File: src/rtl/flopr_pkg.sv
// flopr_pkg
//
// Shared constants and types for the flopr register family.
//
// Contents:
//   FLOPR_DEFAULT_WIDTH  width of a register built for the machine word
//   FLOPR_MAX_WIDTH      widest register the flopr block supports
//   word_t               a machine word, for users of the default width
//   flopr_width_legal()  true when a requested width is supported
//
// Optional feature macro: FLOPR_ASSERT_EN (used by flopr, not by this file).

package flopr_pkg;

    localparam int FLOPR_DEFAULT_WIDTH = 64;
    localparam int FLOPR_MAX_WIDTH     = 128;

    typedef logic [63:0] word_t;

    // A width is usable when it holds at least one bit and does not
    // exceed the widest register the datapath expects to build.
    function automatic logic flopr_width_legal(input int n);
        return (n >= 1) && (n <= FLOPR_MAX_WIDTH);
    endfunction

endpackage : flopr_pkg

File: src/rtl/flopr_cell.sv
// flopr_cell
//
// A single-bit D flip-flop with asynchronous, active-high reset to zero.
// It is the bit slice that flopr replicates to build a register of any
// width.
//
// Ports:
//   clk    in   rising-edge clock
//   reset  in   asynchronous active-high clear
//   d      in   next-state bit
//   q      out  registered bit

module flopr_cell
    import flopr_pkg::*;
(
    input  logic clk,
    input  logic reset,
    input  logic d,
    output logic q
);

    logic state_d;
    logic state_q;

    always_comb begin
        state_d = d;
    end

    // Reset is in the sensitivity list so that asserting it clears the bit
    // at once, without waiting for a clock edge.
    always_ff @(posedge clk or posedge reset) begin
        if (reset) begin
            state_q <= 1'b0;
        end else begin
            state_q <= state_d;
        end
    end

    assign q = state_q;

endmodule : flopr_cell

File: src/rtl/flopr.sv
// flopr
//
// Parameterised N-bit D register with asynchronous active-high reset to
// zero. Used for the program counter and for pipeline registers. On every
// rising edge of clk, q takes the value of d, unless reset is high, in
// which case q is held at zero regardless of the clock.
//
// Parameters:
//   N      register width in bits, 1..FLOPR_MAX_WIDTH (default 64)
//
// Ports (positional order d, clk, reset, q):
//   d      in   [N-1:0]  next-state data
//   clk    in            rising-edge clock
//   reset  in            asynchronous active-high clear
//   q      out  [N-1:0]  registered state
//
// Optional feature macro: FLOPR_ASSERT_EN
//   When defined, simulation-only checks are compiled in: q is zero while
//   reset is high, q follows d across consecutive out-of-reset edges,
//   reset is never X/Z, and N is within the supported range. Without the
//   macro the module is only the register, with identical behaviour.

module flopr
    import flopr_pkg::*;
#(
    parameter int N = FLOPR_DEFAULT_WIDTH
)
(
    input  logic [N-1:0] d,
    input  logic         clk,
    input  logic         reset,
    output logic [N-1:0] q
);

    // One independent bit slice per data bit; there is no logic shared
    // between bits, so the register never truncates or extends anything.
    for (genvar i = 0; i < N; i++) begin : g_bit
        flopr_cell u_cell (
            .clk   (clk),
            .reset (reset),
            .d     (d[i]),
            .q     (q[i])
        );
    end

`ifdef FLOPR_ASSERT_EN

    // Width sanity, resolved when the design is elaborated.
    if (!flopr_width_legal(N)) begin : g_bad_width
        $error("%m: flopr width N=%0d outside 1..%0d", N, FLOPR_MAX_WIDTH);
    end

    // Whenever reset is seen high at an edge, the register must read zero.
    a_zero_in_reset : assert property (
        @(posedge clk) reset |-> (q == '0)
    ) else $error("%m: q nonzero while reset asserted");

    // With reset low at the previous and current edge, q now shows what
    // d held at the previous edge.
    a_load_follows_d : assert property (
        @(posedge clk) disable iff (reset)
        (!reset && !$past(reset)) |-> (q === $past(d))
    ) else $error("%m: q does not match d from the previous edge");

    // Reset must always be a clean 0 or 1.
    a_reset_known : assert property (
        @(posedge clk) !$isunknown(reset)
    ) else $error("%m: reset is X or Z");

`else
`endif

endmodule : flopr

File: config.mk
export PLATFORM = sky130hd
export DESIGN_NAME = flopr
export DESIGN_NICKNAME = d
export VERILOG_FILES = /design/src/rtl/flopr_pkg.sv /design/src/rtl/flopr_cell.sv /design/src/rtl/flopr.sv
export SDC_FILE = /design/constraint.sdc
export NUM_CORES = 1
export LEC_CHECK = 0
export CORE_ASPECT_RATIO = 0.75
export CORE_MARGIN = 3
export CORE_UTILIZATION = 34
export CTS_CLUSTER_SIZE = 28
export DETAILED_ROUTE_END_ITERATION = 8
export HOLD_SLACK_MARGIN = 0.1
export PLACE_DENSITY = 0.79
export SLEW_MARGIN = 20
export SYNTH_ARGS = -nofsm -noshare
export SYNTH_HDL_FRONTEND = slang
export SYNTH_HIERARCHICAL = 1
export SYNTH_SLANG_ARGS = --single-unit
export TNS_END_PERCENT = 1
File: constraint.sdc
create_clock -name clk -period 0.8 [get_ports clk]
set_clock_uncertainty 0.05 [all_clocks]
set_input_delay 0.16 -clock clk [delete_from_list [all_inputs] [get_ports clk]]
set_output_delay 0.16 -clock clk [all_outputs]
set_load 0.005 [all_outputs]
======== Word-level counts from Yosys, hierarchy flattened ========
Index checks and enable logic that the tools add are counted.
storage, ports and cells
  flip-flop bits (word level) ............. 64
  latch bits .............................. 0
  memory bits (writable) .................. 0
  bits in read-only memories .............. 0
  input port bits ......................... 66
  output and inout port bits .............. 64
  logic and storage cells ................. 64
  memories ................................ 0
operators by class
  $add $sub $neg .......................... 0
  multipliers ............................. 0
  div/mod/pow operators ................... 0
  $lt $le $gt $ge ......................... 0
  equality and inequality tests ........... 0
  shift operators ......................... 0
  multiplexer cells ....................... 0
  bitwise logic cells ..................... 0
  reductions and logical operators ........ 0

======== Longest topological paths before layout ========
  word-level depth ........................ 0
  depth in mapped cells ................... 1
  depth with buffers taken out ............ 1

======== By module ========
Netlist, hierarchy kept.
by module, submodules not included
  module      instances  cells each  area each (um2)  sequential area each (um2)
  flopr_cell  64         2           28.8             25.0

======== Worst setup path before layout ========
Ideal clock, no wire load.
  kind .................................... flip-flop to output port
  from .................................... register g_bit[0].u_cell.state_q
  to ...................................... output port q[0]
  data arrival time ....................... 349 ps
  required time ........................... 590 ps
  slack ................................... 241 ps
  cell stages (with the launch flop) ...... 1
  path buffers ............................ 0
  cells stage by stage .................... dfrtp_1
RTL lines
  what                    line              source
  from (decl)             flopr_cell.sv:23  logic state_q;
  from (signal assigned)  flopr_cell.sv:35  state_q <= state_d;
  to (decl)               flopr.sv:32       output logic [N-1:0] q
No word-level cell between the ends.

======== Final worst setup path ========
  from .................................... register g_bit[20].u_cell.state_q
  to ...................................... output port q[20]
RTL lines
  what                    line
  from (decl)             flopr_cell.sv:23
  from (signal assigned)  flopr_cell.sv:35
No word-level cell between the ends.

==> impl_metrics.py <==
metrics = {
    "sta": {
        "fin_crit_sh_pct": 129.1,
        "setup_viol": 73,
        "fin_setup_tns_ps": -13820,
        "fmax_mhz": 968.0,
        "relSlewSlack_pct": 71.70,
        "hold_viol_final": 0,
        "worst-slew-pin-transition_ps": 423.1,
        "finalMaxSlewViolations": 0,
        "fin_crit_ps": 1033,
        "rsz0062_at_grt": "yes",
        "fin_ws_ps": -233.1,
        "hold_slack_ps": 8.606,
    },
    "die": {
        "fp.dieH_um": 69.74,
        "initial_core_util_pct": 36.36,
        "num_io_pins": 130,
        "dieArea_um2": 6345,
        "core_um2": 5065,
        "die-width_um": 90.99,
        "placementRows": 22,
    },
    "synth": {
        "syn_nets": 194,
        "synth_cells": 128,
        "synth.area.top_cells": "dfrtp_1, inv_1",
        "synth_top_area_cell": "dfrtp_1",
        "synth_area_um2": 1842,
        "ys_ff_latch": 64,
        "synth.distinct_cells": 2,
        "yosys.area.top_type_share_pct": 86.96,
        "synth_common_cells": "dfrtp_1, inv_1",
        "seq_area_frac_synth_pct": 86.96,
        "ys.flop_type": "dfrtp_1",
        "avgSynthCellArea_um2": 14.39,
        "async_reset_ff_share_pct": 100.0,
        "ys_warn_count": 6,
        "synth_edf_count": 0,
    },
    "cells_and_area": {
        "final_nets": 364,
        "multiInputGateArea_um2": 0,
        "antennaDiodeCount": 0,
        "fin_cells": 375,
        "drive_gt1_share_pct": 26.73,
        "largest_reg_flops": 64,
        "multi_input_gates": 0,
        "area_growth_pct": 84.17,
    },
    "detailed_routing": {
        "wire_per_inst_um": 12.83,
        "wl_mm": 4.810,
        "first_pass_iters": 3,
        "via_per_inst": 3.824,
        "drtIter0Drc": 39,
        "drc": 0,
        "ant_nets": 0,
        "vias": 1434,
    },
    "worst_hold_path": {
        "hp-class": "input port to async pin",
    },
    "pwr": {
        "powerDensity_nw_per_um2": 1962,
        "p_total_mw": 6.655,
        "max-vdd-ir-drop_uv": 1402,
        "p_leak_nw": 1.822,
    },
    "cts": {
        "htree_levels": 3,
        "cts_buffers": 9,
        "clockRootBuffer": "clkbuf_8",
        "cts_sinks": 64,
        "post-cts-setup-buffers": 0,
        "clockBufferDepth": 2,
        "clkTransAtPathRegs_ps": 60,
        "cts_tree": "yes",
    },
    "placed_design": {
        "place_congestion": 0.6635,
        "io_buffers": 129,
        "dp_slack_ps": -242.4,
        "dp.final_hpwl_mm": 3.503,
        "dpl.cell_count": 330,
    },
    "setup_path": {
        "slowest_stage": "dfrtp_1",
        "cp_data_arrival_time_ps": 820,
        "startpoint_type": "flip-flop",
        "cp_top_family": "flip-flops",
        "endpoint_kind": "primary output",
        "path_cells": "buf_2",
        "cp_max_fo": 1,
        "critPathRequiredTime_ps": 590,
        "crit_buf_inv": 1,
        "critPathKind": "flip-flop to primary output",
        "slowest_delay_ps": 370,
    },
    "run": {
        "cap_violations": 0,
    },
    "global_routing": {
        "grt_use_total_pct": 16.09,
        "grt_max_degree": 36,
        "grt_pass1_wl_mm": 7.659,
        "antenna_found_initial": 0,
        "gr-total-overflow": 0,
        "grt_pass1_vias": 1615,
    },
    "run_status": {
        "status": "complete, but fails checks",
        "failed_checks": "setup timing",
    },
}
routing by layer:
metal  GRT usage [%]  wire length [um]
met1           17.09              1850
met2           26.43              2329
met3           8.351               533
met4           7.692                97
met5               0                 0
cells in the final DEF, fill, tap and decap left out, drive strengths merged:
cell            n
buf            66
inv            64
clkdlybuf4s50  64
clkbuf         13
dfrtp          64
dlygate4sd3    29
clkinv          3
where the power goes:
group | switching (mW) | total (mW) | internal (mW)
Clock | 1.09 | 2.46 | 1.36
Sequential | 0.0377 | 3.44 | 3.40
Combinational | 0.258 | 0.761 | 0.503
Total | 1.39 | 6.65 | 5.26
through the flow:
step | cell area [um2] | util [%]
floorplan | 1842 | -
global placement | 3238 | 63.93
detailed placement | 3238 | 63.93
CTS | 3272 | 64.60
global route | 3392 | 66.97
finish | 3392 | 66.97
worst max-delay path by stage:
stage | start | slack (ps) | cells past startpoint | to
final | g_bit[20].u_cell/q$_DFF_PP0_ | -230 | 1 | q[20]
after global routing | g_bit[20].u_cell/q$_DFF_PP0_ | -290 | 1 | q[20]
after CTS | g_bit[41].u_cell/q$_DFF_PP0_ | -260 | 1 | q[41]
after detailed placement | g_bit[37].u_cell/q$_DFF_PP0_ | -240 | 1 | q[37]
after global placement | g_bit[54].u_cell/q$_DFF_PP0_ | -250 | 1 | q[54]
after floorplan | g_bit[0].u_cell/q$_DFF_PP0_ | 240 | 0 | q[0]
what timing repair did:
action | 4_1_cts | 5_1_grt
hold endpoints to repair | 64 | 13
gates resized for setup | 256 | 0
hold buffers | 17 | 13
pin swaps | 0 | 0
setup endpoints to repair | 64 | 112
final cells by class:
| cell class | instances | area [um2] |
|---|---|---|
| Clock buffer | 13 | 168.9 |
| Clock inverter | 3 | 15.01 |
| Fill cell | 409 | 1673 |
| Inverter | 64 | 240.2 |
| Sequential cell | 64 | 1602 |
| Tap cell | 72 | 90.09 |
| Timing Repair Buffer | 159 | 1276 |
kinds of logic (layout without fill, tap and decap cells):
family	count (synthesis)	count (layout)	synth area share, %
buffers and inverters	64	239	13.04
DFF	64	64	86.96
Power figures use the tool's default switching activity.
